===== config.mk =====
export PLATFORM = sky130hd
export DESIGN_NAME = instr_loader
export DESIGN_NICKNAME = d
export VERILOG_FILES = /design/src/rtl/instr_loader.sv
export SDC_FILE = /design/constraint.sdc
export NUM_CORES = 1
export LEC_CHECK = 0
export CELL_PAD_IN_SITES_DETAIL_PLACEMENT = 1
export CELL_PAD_IN_SITES_GLOBAL_PLACEMENT = 1
export CORE_MARGIN = 4
export CORE_UTILIZATION = 50
export DETAILED_ROUTE_END_ITERATION = 16
export DONT_BUFFER_PORTS = 1
export GPL_ROUTABILITY_DRIVEN = 0
export PLACE_DENSITY_LB_ADDON = 0.1
export SLEW_MARGIN = 20
export SYNTH_ARGS = -nofsm -noshare
export SYNTH_HDL_FRONTEND = slang
export SYNTH_SLANG_ARGS = --single-unit

===== constraint.sdc =====
create_clock -name clk -period 3.1 [get_ports clk]
set_input_delay 0.465 -clock clk [delete_from_list [all_inputs] [get_ports clk]]
set_output_delay 0.465 -clock clk [all_outputs]
set_load 0.005 [all_outputs]

===== src/rtl/instr_loader.sv =====
// Boot-time loader: takes a length-prefixed byte stream and writes little-endian 32-bit words
// into instruction memory, holding the CPU until the load finishes or the header is rejected.
module instr_loader #(
  parameter int unsigned ADDRESS_WIDTH = 32,
  parameter int unsigned DATA_WIDTH    = 8,
  parameter int unsigned OUT_WIDTH     = 32,
  parameter int unsigned MEM_BYTES     = 4096
) (
  input  logic                     clk,
  input  logic                     rst,
  input  logic                     start,
  input  logic [DATA_WIDTH-1:0]    in_data,
  input  logic                     in_valid,
  output logic                     in_ready,
  output logic                     wr_en,
  output logic [ADDRESS_WIDTH-1:0] wr_addr,
  output logic [OUT_WIDTH-1:0]     wr_data,
  output logic                     cpu_hold,
  output logic                     done,
  output logic                     err
);

  typedef enum logic [2:0] {
    StIdle, StLenLo, StLenHi, StData, StWrite, StDone, StError
  } state_e;

  state_e state_q, state_d;

  logic [7:0]                  len_lo_q;
  logic [13:0]                 len_words_q;
  logic [15:0]                 word_idx_q;
  logic [1:0]                  byte_cnt_q;
  logic [3*DATA_WIDTH-1:0]     word_q;
  logic [ADDRESS_WIDTH-1:0]    wr_addr_q;
  logic [OUT_WIDTH-1:0]        wr_data_q;

  logic        accept;
  logic [15:0] len_hdr;
  logic        len_bad;
  logic        last_word;

  assign accept    = in_valid && in_ready;
  assign len_hdr   = {in_data[7:0], len_lo_q};
  assign len_bad   = (len_hdr == 16'd0) || (len_hdr[1:0] != 2'b00) || (32'(len_hdr) > MEM_BYTES);
  assign last_word = (word_idx_q + 16'd1) == {2'b00, len_words_q};

  // State register
  always_ff @(posedge clk) begin
    if (rst) begin
      state_q <= StIdle;
    end else begin
      state_q <= state_d;
    end
  end

  // Next-state logic
  always_comb begin
    state_d = state_q;
    unique case (state_q)
      StIdle:  if (start) state_d = StLenLo;
      StLenLo: if (accept) state_d = StLenHi;
      StLenHi: if (accept) state_d = len_bad ? StError : StData;
      StData:  if (accept && byte_cnt_q == 2'd3) state_d = StWrite;
      StWrite: state_d = last_word ? StDone : StData;
      StDone:  if (start) state_d = StLenLo;
      StError: if (start) state_d = StLenLo;
      default: state_d = StIdle;
    endcase
  end

  // Outputs decoded from the registered state
  always_comb begin
    in_ready = 1'b0;
    wr_en    = 1'b0;
    cpu_hold = 1'b0;
    done     = 1'b0;
    err      = 1'b0;
    unique case (state_q)
      StLenLo, StLenHi, StData: begin
        in_ready = 1'b1;
        cpu_hold = 1'b1;
      end
      StWrite: begin
        wr_en    = 1'b1;
        cpu_hold = 1'b1;
      end
      StDone:  done = 1'b1;
      StError: err  = 1'b1;
      default: ;
    endcase
  end

  assign wr_addr = wr_addr_q;
  assign wr_data = wr_data_q;

  // Datapath: header capture, lane assembly; write address/data latch only on the 4th byte
  // so they hold steady between writes.
  always_ff @(posedge clk) begin
    if (rst) begin
      len_lo_q    <= '0;
      len_words_q <= '0;
      word_idx_q  <= '0;
      byte_cnt_q  <= '0;
      word_q      <= '0;
      wr_addr_q   <= '0;
      wr_data_q   <= '0;
    end else begin
      unique case (state_q)
        StLenLo: if (accept) len_lo_q <= in_data[7:0];
        StLenHi: begin
          if (accept) begin
            len_words_q <= len_hdr[15:2];
            word_idx_q  <= '0;
            byte_cnt_q  <= '0;
          end
        end
        StData: begin
          if (accept) begin
            byte_cnt_q <= byte_cnt_q + 2'd1;
            unique case (byte_cnt_q)
              2'd0: word_q[0 +: DATA_WIDTH]            <= in_data;
              2'd1: word_q[DATA_WIDTH +: DATA_WIDTH]   <= in_data;
              2'd2: word_q[2*DATA_WIDTH +: DATA_WIDTH] <= in_data;
              default: begin
                wr_data_q <= {in_data, word_q};
                wr_addr_q <= ADDRESS_WIDTH'({word_idx_q, 2'b00});
              end
            endcase
          end
        end
        StWrite: word_idx_q <= word_idx_q + 16'd1;
        default: ;
      endcase
    end
  end

endmodule

# ---- Yosys cells after proc, flatten, opt, wreduce, memory -nomap -nowiden
# Index checks and enable logic that the tools add are counted.
dict set report classes {
  addsub 2
  n_lt_le_gt_ge 1
  n_eq_ne 15
  muxes 17
  bitwise 1
  n_reduce_logical 23
}
# cell count
set op_table {}
lappend op_table {{16-bit one-hot mux with 2 select lines} 1}
lappend op_table {{3-bit two-way mux} 6}
lappend op_table {{16-bit by 1-bit adder with 16-bit output, second input constant} 1}
lappend op_table {{16-bit by 14-bit == test with 1-bit output} 1}
lappend op_table {{16-bit by 13-bit greater-than comparator with 1-bit output, second input constant} 1}
lappend op_table {{16-bit logical NOT} 1}
lappend op_table {{16-bit two-way mux} 1}
lappend op_table {{3-bit one-hot mux with 5 select lines} 1}
lappend op_table {{3-bit AND reduction} 5}
lappend op_table {{3-bit == test, second input constant} 3}
lappend op_table {{3-bit OR reduction} 3}
lappend op_table {{2-bit inequality test, second input constant} 4}
lappend op_table {{3-bit by 2-bit == test with 1-bit output, second input constant} 2}
lappend op_table {{2-bit AND reduction} 3}
lappend op_table {{2-bit nonzero test} 3}
lappend op_table {{1-bit two-way mux} 5}
lappend op_table {{2-bit == test, second input constant} 2}
lappend op_table {{2-bit two-way mux} 2}
lappend op_table {{2-bit one-hot mux with 2 select lines} 1}
lappend op_table {{4-bit AND reduction} 1}
lappend op_table {{4-bit OR reduction} 1}
lappend op_table {{3-bit by 1-bit == test with 1-bit output, second input constant} 1}
lappend op_table {{3-bit logical NOT} 1}
lappend op_table {{2-bit by 1-bit adder with 2-bit output, second input constant} 1}
lappend op_table {{other kinds (6)} 8}
dict set report totals {
  ff_bits 115
  inputBits 12
  out_inout_bits 69
  wordCells 69
}

# ---- Logic depth before layout (Yosys ltp)
# Gate-level depths: netlist of the first run.
dict set report depth {
  ltp_word 7
  ltp_mapped 10
  ltp_nobuf 7
}

# ---- Worst setup path before layout of the first run
# No wires, ideal clock.
dict set report synth_timing {
  path_kind {register to register}
  from {register word_idx_q[1]}
  to {register state_q[1]}
  setup_ns 0.117
  arrival_ns 1.894
  required_time_ns 2.983
  slack_ns 1.089
  stages_incl_launch_ff 9
  path_buffers 1
  synth_period_minus_slack_ns 2.011
  path_cell_list {dfxtp_1 ha_1 buf_2 nand4_4 nor4_1 xor2_1 nor4_2 nand4_1 a22o_1}
}
dict set report synth_via {
  elab_chain_cells 4
}
# item line_no
set synth_rtl {}
lappend synth_rtl {{from (decl)} 31} ;# logic [15:0] word_idx_q;
lappend synth_rtl {{from (signal assigned)} 131} ;# StWrite: word_idx_q <= word_idx_q + 16'd1;
lappend synth_rtl {{16-bit by 1-bit adder with 16-bit output} 45} ;# assign last_word = (word_idx_q + 16'd1) == {2'b00, len_words_q};
lappend synth_rtl {{16-bit by 14-bit == test with 1-bit output} 45}
lappend synth_rtl {{3-bit two-way mux} 64} ;# StWrite: state_d = last_word ? StDone : StData;
lappend synth_rtl {{3-bit one-hot mux with 5 select lines} 59} ;# unique case (state_q)
lappend synth_rtl {{to (signal assigned)} 50} ;# state_q <= StIdle;
lappend synth_rtl {{to (signal assigned)} 52} ;# state_q <= state_d;
lappend synth_rtl {{to (decl)} 27} ;# state_e state_q, state_d;
# Every way passes these cells.
# A chain may end at the register's enable or synchronous reset.

# ---- Final worst setup path of the first run
dict set report layout_timing {
  from {register word_idx_q[0]}
  to {register state_q[1]}
}
# Same word-level chain as after synthesis.

==> impl_metrics.json, run 1 <==
{
  "fmaxAchievable_mhz": 404,
  "first_pass_grt_wire_length_mm": 23.9,
  "wl_met2_mm": 7.19,
  "synthesis.yosys.warnings": 0,
  "io_pins": 81,
  "first_iter_violations": 325,
  "detailedPlacementHpwl_mm": 9.42,
  "place_inst": 763,
  "maxSlewViolCount": 0,
  "cts-htree-levels": 4,
  "diodes": 0,
  "setup_tns_ns": 0,
  "die_w_um": 110,
  "worst_pin_slew_ns": 0.776,
  "drive_gt1_share_pct": 7.37,
  "placementRows": 37,
  "drt-wirelength-per-cell_um": 19.1,
  "clock_sinks": 115,
  "crit_path_end_kind": "register",
  "final.period_utilization_pct": 79.9,
  "critical_path_required_ns": 3.53,
  "startpoint_type": "register",
  "unrepaired_setup_endpoints_after_global_routing": "false",
  "power.density_nw_per_um2": 669,
  "core-area_um2": 10200,
  "grt_remaining_overflow": 0,
  "mapped_cells": 672,
  "final_hold_viol_count": 0,
  "synth_area_leaders": "sky130_fd_sc_hd__dfxtp_1, sky130_fd_sc_hd__nand2_1, sky130_fd_sc_hd__a21oi_1, sky130_fd_sc_hd__nand3_1, sky130_fd_sc_hd__buf_4",
  "routed_antenna_nets": 0,
  "grtUsageTotal_pct": 25.6,
  "timing.rr.end": "state_q[1]$_SDFFE_PP0P_",
  "leakage_uw": 0.00202,
  "worst-path-max-fanout": 9,
  "post-route-min-period_ns": 2.48,
  "route.vias.total": 4645,
  "rrSetupSlack_ns": 0.62,
  "drt_pass1_iterations": 4,
  "tritoncts_clock_tree": "built",
  "ys_async_rst_share_pct": 0,
  "setup_viol_count_final": 0,
  "skew_ns": 0.00676,
  "netlist_area_before_placement_um2": 5230,
  "initial_core_util_pct": 51.1,
  "synth_sequential_area_ratio_pct": 44.1,
  "final_cell_count_no_fill": 801,
  "max-slew-margin-rel_pct": 48.1,
  "ir_worst_vdd_mv": 0.423,
  "pin_count_of_the_biggest_net_entering_global_routing": 94,
  "nNetsFinal": 670,
  "setup.worst_path.end": "state_q[1]$_SDFFE_PP0P_",
  "synth-main-ff-cell": "sky130_fd_sc_hd__dfxtp_1",
  "cts_inserted_buffers": 17,
  "worst_setup_startpoint": "word_idx_q[0]$_SDFFE_PP0P_",
  "syn_avg_cell_area_um2": 7.78,
  "met3_wire_length_um": 959,
  "ff2ff_path_depth": 7,
  "crit_arrival_ns": 2.91,
  "drt_drc_violations_left": 0,
  "maxCapViolCount": 0,
  "layout-area-overhead-vs-synth_pct": 10.8,
  "synth_top_cell_area_share_pct": 44.1,
  "register_bit_count_reported_by_yosys": 115,
  "min-delay-path-class": "in -> reg",
  "avgViaCountPerCell": 5.80,
  "worst_setup_hold_path_clk_slew_ns": 0.06,
  "timing.setup.critical_path_class": "reg -> reg",
  "outcome": "finished, final reports clean",
  "number_of_antenna_violations_at_the_first_check_in_global_routing": 0,
  "synth_top_cell_by_area": "sky130_fd_sc_hd__dfxtp_1",
  "ctsLongestPathBuffers": 2,
  "synth-edff-count": 0,
  "totalWireLength_mm": 15.3,
  "highest-signal-layer": "met4",
  "synthDistinctLibCells": 57,
  "post_cts.repair.setup_buffers": 0,
  "post_cts_hold_buffer_count": 2,
  "r2r-start": "word_idx_q[0]$_SDFFE_PP0P_",
  "place.port_buffers": 0,
  "chipHeight_um": 110,
  "via_count_of_the_first_global_routing_pass": 4515,
  "wl_met1_mm": 6.89,
  "cts_repair_resize_count": 0,
  "total_die_area_um2": 12100,
  "clock_latency_ns": 0.54,
  "clockRootBuffer": "sky130_fd_sc_hd__clkbuf_8"
}
## cell usage after synthesis (all sizes together), types with 4 or more instances
cell / n
buf: 34
nand2b: 4
xnor2: 12
a21oi: 117
xor2: 9
nand4: 5
nand3: 39
or3: 5
inv: 7
nor3: 8
o21ai: 16
ha: 6
nand2: 185
dfxtp: 115
clkbuf: 32
and2: 5
nor2: 23
nor4: 10
and3: 5
## per-layer routing
layer  global-route usage, %  vias to the layer above
met3                    7.80                       25
met2                    40.2                      130
met5                       0                        -
met1                    34.1                     2284
li1                        -                     2206
met4                    7.65                        0
## final cells by class
type                            instances  area [µm²]
Multi-Input combinational cell        499        2600
Sequential cell                       115        2300
Clock buffer                           23         457
Timing Repair Buffer                   12         105
Clock inverter                          9         129
Inverter                                7        26.3
Tap cell                              136         170
Fill cell                            1290        4440
## cells by family (layout without fill, tap and decap cells)
group                    count (synthesis)  count (layout)  share of synthesized area (%)
XOR/XNOR                                21              21                           3.52
buffers and inverters                   73              51                           7.30
AO/OA/AOI/OAI                          157             157                           16.5
flip-flops                             115             115                           44.1
adder cells (fa/ha/maj)                  6               6                           1.44
AND/OR/NAND/NOR                        299             299                           27.2
other                                    1              16                         0.0718
## through the flow
step	total power (µW)	hold WS, ns	utilization (%)	area (µm²)	setup WS [ns]
CTS	3870	0.00145	56.2	5750	0.658
detailed placement	1920	0.442	50.3	5140	0.661
finish	3870	0.00752	56.6	5790	0.623
global route	4020	-0.00268	56.6	5790	0.504
global placement	1910	0.432	50.3	5140	0.767
floorplan	1880	0.432	-	5280	1.09
## how the worst min path moves through the flow
stage,from,endpoint,slack (ns),cells past startpoint
2_1_floorplan,word_q[0]$_SDFFE_PP0P_,wr_data[0]$_SDFFE_PP0P_,0.43,2
3_3_place_gp,word_q[8]$_SDFFE_PP0P_,wr_data[8]$_SDFFE_PP0P_,0.43,2
5_1_grt,rst,len_words_q[6]$_SDFFE_PP0P_,-0.003,1
4_1_cts,rst,len_lo_q[6]$_SDFFE_PP0P_,0.001,1
6_report,rst,state_q[0]$_SDFFE_PP0P_,0.008,1
3_5_place_dp,word_q[22]$_SDFFE_PP0P_,wr_data[22]$_SDFFE_PP0P_,0.44,2
## power by group
| group | total (µW) | internal (µW) | leakage (µW) | switching [µW] |
|---|---|---|---|---|
| clock | 1960 | 1260 | 0.000282 | 695 |
| combinational | 325 | 113 | 0.000809 | 212 |
| sequential | 1590 | 1520 | 0.000927 | 67.9 |
| total | 3870 | 2900 | 0.00202 | 975 |
## sequential cells by signal, indices dropped and copies added, names as in the netlist
register     cells
word_idx_q      16
wr_data         32
word_q          24
byte_cnt_q       2
len_lo_q         8
state_q          3
wr_addr         16
len_words_q     14
## worst max-delay path: stages (launching register included)
cell                      delay [ns]
sky130_fd_sc_hd__dfxtp_1        0.50
sky130_fd_sc_hd__ha_1           0.44
sky130_fd_sc_hd__nand4_4        0.21
sky130_fd_sc_hd__nor4_1         0.35
sky130_fd_sc_hd__xor2_1         0.15
sky130_fd_sc_hd__nor4_2         0.28
sky130_fd_sc_hd__nand4_1        0.20
sky130_fd_sc_hd__a22o_1         0.24
## cells in the final DEF, fill, tap and decap left out, types with 4 or more instances in the layout
cell type	instances
sky130_fd_sc_hd__a21oi_1	117
sky130_fd_sc_hd__and2_1	4
sky130_fd_sc_hd__and3_1	5
sky130_fd_sc_hd__buf_4	6
sky130_fd_sc_hd__clkbuf_1	4
sky130_fd_sc_hd__clkbuf_16	16
sky130_fd_sc_hd__conb_1	16
sky130_fd_sc_hd__dfxtp_1	115
sky130_fd_sc_hd__dlygate4sd3_1	6
sky130_fd_sc_hd__ha_1	6
sky130_fd_sc_hd__inv_1	6
sky130_fd_sc_hd__nand2_1	184
sky130_fd_sc_hd__nand2b_1	4
sky130_fd_sc_hd__nand3_1	37
sky130_fd_sc_hd__nor2_1	23
sky130_fd_sc_hd__nor3_1	7
sky130_fd_sc_hd__nor4_1	6
sky130_fd_sc_hd__o21ai_0	15
sky130_fd_sc_hd__or3_1	5
sky130_fd_sc_hd__xnor2_1	12
sky130_fd_sc_hd__xor2_1	9
Power figures use the tool's default switching activity.
==> run 2: changes to the inputs <==
Settings changed: CORE_UTILIZATION 50 to 46.
Clock period 3.1 ns to 2.6 ns, I/O delays scaled along.
==> impl_metrics.json, run 2 (synthesis gave the netlist of run 1 again) <==
{
  "sequentialPowerShare_pct": 40.6,
  "crit_arrival_ns": 2.04,
  "setup_tns_ns": 0,
  "final.period_utilization_pct": 93.5,
  "rrSetupSlack_ns": 0.20,
  "switching_share_pct": 23.9,
  "place.port_buffers": 0,
  "critPathMaxStageDelay_ns": 0.54,
  "routed_antenna_nets": 0,
  "pin_count_of_the_biggest_net_entering_global_routing": 119,
  "ctsLongestPathBuffers": 2,
  "first_iter_violations": 287,
  "layout-area-overhead-vs-synth_pct": 11.4,
  "drt_pass1_iterations": 5,
  "maxCapViolCount": 0,
  "outcome": "finished, final reports clean",
  "clock_sinks": 115,
  "drt_drc_violations_left": 0,
  "layout_commonest_cell": "sky130_fd_sc_hd__nand2_1",
  "io_pins": 81,
  "min-delay-path-class": "in -> reg",
  "design_power_total_uw": 4640,
  "drt-wirelength-per-cell_um": 17.9,
  "placedInstanceArea_um2": 5210,
  "clock_power_share_pct": 51.1,
  "post-route-min-period_ns": 2.43,
  "max_reg_flops": 32,
  "first_pass_grt_wire_length_mm": 23.6,
  "via_count_of_the_first_global_routing_pass": 4639,
  "grtUsageTotal_pct": 22.8,
  "placementRows": 38,
  "total_die_area_um2": 13100,
  "grt_remaining_overflow": 0,
  "layout.cells.most_common_list": "sky130_fd_sc_hd__nand2_1, sky130_fd_sc_hd__a21oi_1, sky130_fd_sc_hd__dfxtp_1, sky130_fd_sc_hd__nand3_1, sky130_fd_sc_hd__nor2_1",
  "unrepaired_setup_endpoints_after_global_routing": "false",
  "worst_setup_hold_path_clk_slew_ns": 0.05,
  "netSwitchingPower_uw": 1110,
  "clockRootBuffer": "sky130_fd_sc_hd__clkbuf_16",
  "totalWireLength_mm": 14.4,
  "comb_power_share_pct": 8.3,
  "tritoncts_clock_tree": "built",
  "leakage_uw": 0.00205,
  "maxSlewViolCount": 0,
  "core-area_um2": 11000,
  "final.fill_count": 1354,
  "detailedPlacementHpwl_mm": 9.79,
  "max-slew-margin-rel_pct": 64.2,
  "final_hold_viol_count": 0,
  "initial_core_util_pct": 47.6,
  "skew_ns": 0.00911,
  "cellInternalPower_uw": 3530,
  "clock_latency_ns": 0.41,
  "route.vias.total": 4559,
  "fmaxAchievable_mhz": 411,
  "crit_path_end_kind": "output pin",
  "cts_inserted_buffers": 17,
  "worst-path-max-fanout": 10,
  "cts-htree-levels": 4,
  "timing.setup.critical_path_class": "reg -> out",
  "critical_path_required_ns": 2.21,
  "die_w_um": 115,
  "number_of_antenna_violations_at_the_first_check_in_global_routing": 0,
  "chipHeight_um": 115,
  "drive_gt1_share_pct": 9.00,
  "power.density_nw_per_um2": 797,
  "worst_pin_slew_ns": 0.536,
  "layout.cell_area.non_filler_um2": 5820,
  "avgViaCountPerCell": 5.65,
  "diodes": 0,
  "startpoint_type": "register",
  "nNetsFinal": 673,
  "crit_path_top_delay_cell": "sky130_fd_sc_hd__or3_1",
  "setup_viol_count_final": 0,
  "post_cts_hold_buffer_count": 0,
  "crit_chain": "inv_2, or3_1, inv_1, buf_4",
  "ir_worst_vdd_mv": 0.499
}
## run 2: cell types whose count changed in the layout (fill, tap and decap cells not counted), sizes merged
cell	previous run	this run
buf	6	15
dlygate4sd3	6	0
clkbuf	23	22
## run 2: path summary, 6_finish.rpt
check                                to                  startpoint  cells past startpoint
max                               wr_en     state_q[2]$_SDFFE_PP0P_                      4
max reg2reg     state_q[1]$_SDFFE_PP0P_  word_idx_q[1]$_SDFFE_PP0P_                      7
min reg2reg    wr_data[13]$_SDFFE_PP0P_     word_q[13]$_SDFFE_PP0P_                      2
min          word_idx_q[6]$_SDFFE_PP0P_                         rst                      1
## run 2: cell type report
cell class,instances,area (µm²),share of cell area [%]
well taps,140,175,3.01
inverters,7,26.3,0.451
clock inverters,9,129,2.21
repair buffers,15,113,1.93
multi-input cells,499,2600,44.7
flip-flops and latches,115,2300,39.5
clock buffers,22,474,8.14
## run 2: stage by stage
| stage | cells | hold WS, ns | worst slack [ns] | util, % |
|---|---|---|---|---|
| after floorplan | 687 | 0.432 | 0.589 | - |
| after global placement | 776 | 0.436 | 0.411 | 47.5 |
| after detailed placement | 776 | 0.444 | 0.228 | 47.5 |
| after CTS | 807 | 0.0324 | 0.154 | 53.0 |
| after global routing | 807 | 0.0312 | 0.00670 | 53.0 |
| final | 807 | 0.0692 | 0.168 | 53.0 |
## run 2: metal layers
layer	up-vias	part of all wire, %	track usage [%]	wire, µm
met5	-	0	0	0
met4	0	2.0	8.95	293
met3	25	5.6	5.55	807
met2	128	48	37.0	6930
met1	2190	44	29.2	6380
li1	2216	-	-	-
## run 2: critical path, delay by kind of cell (launching register included)
family        cells  cell delay (ns)
simple gates      1             0.54
buf+inv           3             0.61
flops             1             0.48
## run 2: repair_timing
| item | CTS | global route |
|---|---|---|
| resized for setup | 0 | 1 |
| buffers inserted | 0 | 0 |
| endpoints found under the setup margin | 0 | 2 |
## run 2: power groups by stage
stage	clock network [µW]	registers, µW	logic (µW)
after global routing	2480	1890	439
after detailed placement	0	1920	385
after global placement	0	1920	369
after CTS	2410	1880	389
final	2370	1880	386
after floorplan	0	1880	358
==> run 3: changes to the inputs <==
Settings changed: PLACE_DENSITY set to 0.79, PLACE_DENSITY_LB_ADDON 0.1 to unset.
==> impl_metrics.json, run 3 (synthesis gave the netlist of run 1 again) <==
{
  "setup_viol_count_final": 0,
  "place.port_buffers": 0,
  "critical_path_required_ns": 2.21,
  "pin_count_of_the_biggest_net_entering_global_routing": 119,
  "first_pass_grt_wire_length_mm": 24.0,
  "min-delay-path-class": "in -> reg",
  "r2r-start": "word_idx_q[2]$_SDFFE_PP0P_",
  "rrSetupSlack_ns": 0.31,
  "leakage_uw": 0.00206,
  "detailedPlacementHpwl_mm": 9.65,
  "maxSlewViolCount": 0,
  "final_hold_viol_count": 0,
  "first_iter_violations": 240,
  "drive_gt1_share_pct": 9.02,
  "ff2ff_path_depth": 6,
  "crit_path_end_kind": "output pin",
  "tritoncts_clock_tree": "built",
  "timing.setup.critical_path_class": "reg -> out",
  "drt_drc_violations_left": 0,
  "fmaxAchievable_mhz": 413,
  "setup_ws_ns": 0.176,
  "placementRows": 38,
  "final.fill_count": 1350,
  "worst_setup_hold_path_clk_slew_ns": 0.05,
  "avgViaCountPerCell": 5.63,
  "layout-area-overhead-vs-synth_pct": 11.8,
  "placement.setup.worst_slack_ns": 0.326,
  "crit_arrival_ns": 2.03,
  "drt-wirelength-per-cell_um": 18.0,
  "drt_pass1_iterations": 4,
  "maxCapViolCount": 0,
  "layout_commonest_cell": "sky130_fd_sc_hd__nand2_1",
  "layout.cells.most_common_list": "sky130_fd_sc_hd__nand2_1, sky130_fd_sc_hd__a21oi_1, sky130_fd_sc_hd__dfxtp_1, sky130_fd_sc_hd__nand3_1, sky130_fd_sc_hd__nor2_1",
  "final.period_utilization_pct": 93.2,
  "die_w_um": 115,
  "totalWireLength_mm": 14.5,
  "route.vias.total": 4532,
  "hold_path_end": "word_idx_q[3]$_SDFFE_PP0P_",
  "outcome": "finished, final reports clean",
  "clock_latency_ns": 0.42,
  "nNetsFinal": 670,
  "max-slew-margin-rel_pct": 63.6,
  "unrepaired_setup_endpoints_after_global_routing": "false",
  "worst-path-max-fanout": 14,
  "post_cts.repair.setup_buffers": 0,
  "power.density_nw_per_um2": 821,
  "multi_input_comb_area_um2": 2600,
  "post_cts_hold_buffer_count": 0,
  "number_of_antenna_violations_at_the_first_check_in_global_routing": 0,
  "cts_inserted_buffers": 17,
  "post-route-min-period_ns": 2.42,
  "worst_pin_slew_ns": 0.544,
  "ir_worst_vdd_mv": 0.611,
  "clock_sinks": 115,
  "hold_path_startpoint": "rst",
  "worst_hold_path_depth": 1,
  "skew_ns": 0.00479,
  "timing.rr.end": "state_q[1]$_SDFFE_PP0P_",
  "io_pins": 81,
  "cts-htree-levels": 4,
  "routed_antenna_nets": 0,
  "max_reg_flops": 32,
  "via_count_of_the_first_global_routing_pass": 4685,
  "chipHeight_um": 115,
  "grt_remaining_overflow": 0,
  "ctsLongestPathBuffers": 2,
  "startpoint_type": "register",
  "core-area_um2": 11000,
  "seq_area_um2": 2300,
  "total_die_area_um2": 13100,
  "grtUsageTotal_pct": 23.1,
  "clockRootBuffer": "sky130_fd_sc_hd__clkbuf_16",
  "initial_core_util_pct": 47.6,
  "setup_tns_ns": 0,
  "diodes": 0
}
run 3: layout make-up:
type / instances / share of cell area, %
multi-input combinational: 499 / 44.6
clock inverter: 12 / 3.02
sequential: 115 / 39.4
tap: 140 / 3.00
inverter: 7 / 0.450
timing repair buffer: 12 / 1.54
clock buffer: 20 / 7.99
run 3: worst max path at each step:
stage | from | to | slack [ns]
finish | state_q[2]$_SDFFE_PP0P_ | wr_en | 0.18
global route | state_q[2]$_SDFFE_PP0P_ | wr_en | 0.09
CTS | state_q[2]$_SDFFE_PP0P_ | wr_en | 0.19
detailed placement | word_idx_q[1]$_SDFFE_PP0P_ | state_q[1]$_SDFFE_PP0P_ | 0.33
global placement | word_idx_q[1]$_SDFFE_PP0P_ | state_q[1]$_SDFFE_PP0P_ | 0.40
floorplan | word_idx_q[1]$_SDFFE_PP0P_ | state_q[1]$_SDFFE_PP0P_ | 0.59
run 3: what timing repair did:
item / CTS / global route
resized for setup: 1 / 0
hold endpoints to repair: 0 / 0
setup endpoints to repair: 1 / 0
run 3: critical path: stages (launching register included):
cell	delay (ns)
sky130_fd_sc_hd__dfxtp_1	0.49
sky130_fd_sc_hd__inv_2	0.14
sky130_fd_sc_hd__or3_4	0.51
sky130_fd_sc_hd__inv_1	0.25
sky130_fd_sc_hd__buf_4	0.22
run 3: stage by stage:
| step | total power (µW) | hold slack, ns | util [%] | area, µm² | cells |
|---|---|---|---|---|---|
| after floorplan | 2240 | 0.432 | - | 5280 | 687 |
| after global placement | 2280 | 0.433 | 47.3 | 5190 | 773 |
| after detailed placement | 2310 | 0.441 | 47.3 | 5190 | 773 |
| after CTS | 4820 | 0.0328 | 53.2 | 5840 | 805 |
| after global routing | 4980 | 0.0340 | 53.2 | 5840 | 805 |
| final | 4790 | 0.0628 | 53.2 | 5840 | 805 |
run 3: per-layer routing:
metal	track usage, %	part of all wire (%)	up-vias
li1	-	-	2198
met1	28.7	45	2222
met2	37.8	48	94
met3	6.92	5.0	18
met4	8.23	1.9	0
met5	0	0	-
run 3: power by group:
part / internal (µW) / switching (µW)
clock: 1680 / 837
sequential: 1810 / 50.6
combinational: 147 / 266
total: 3640 / 1150
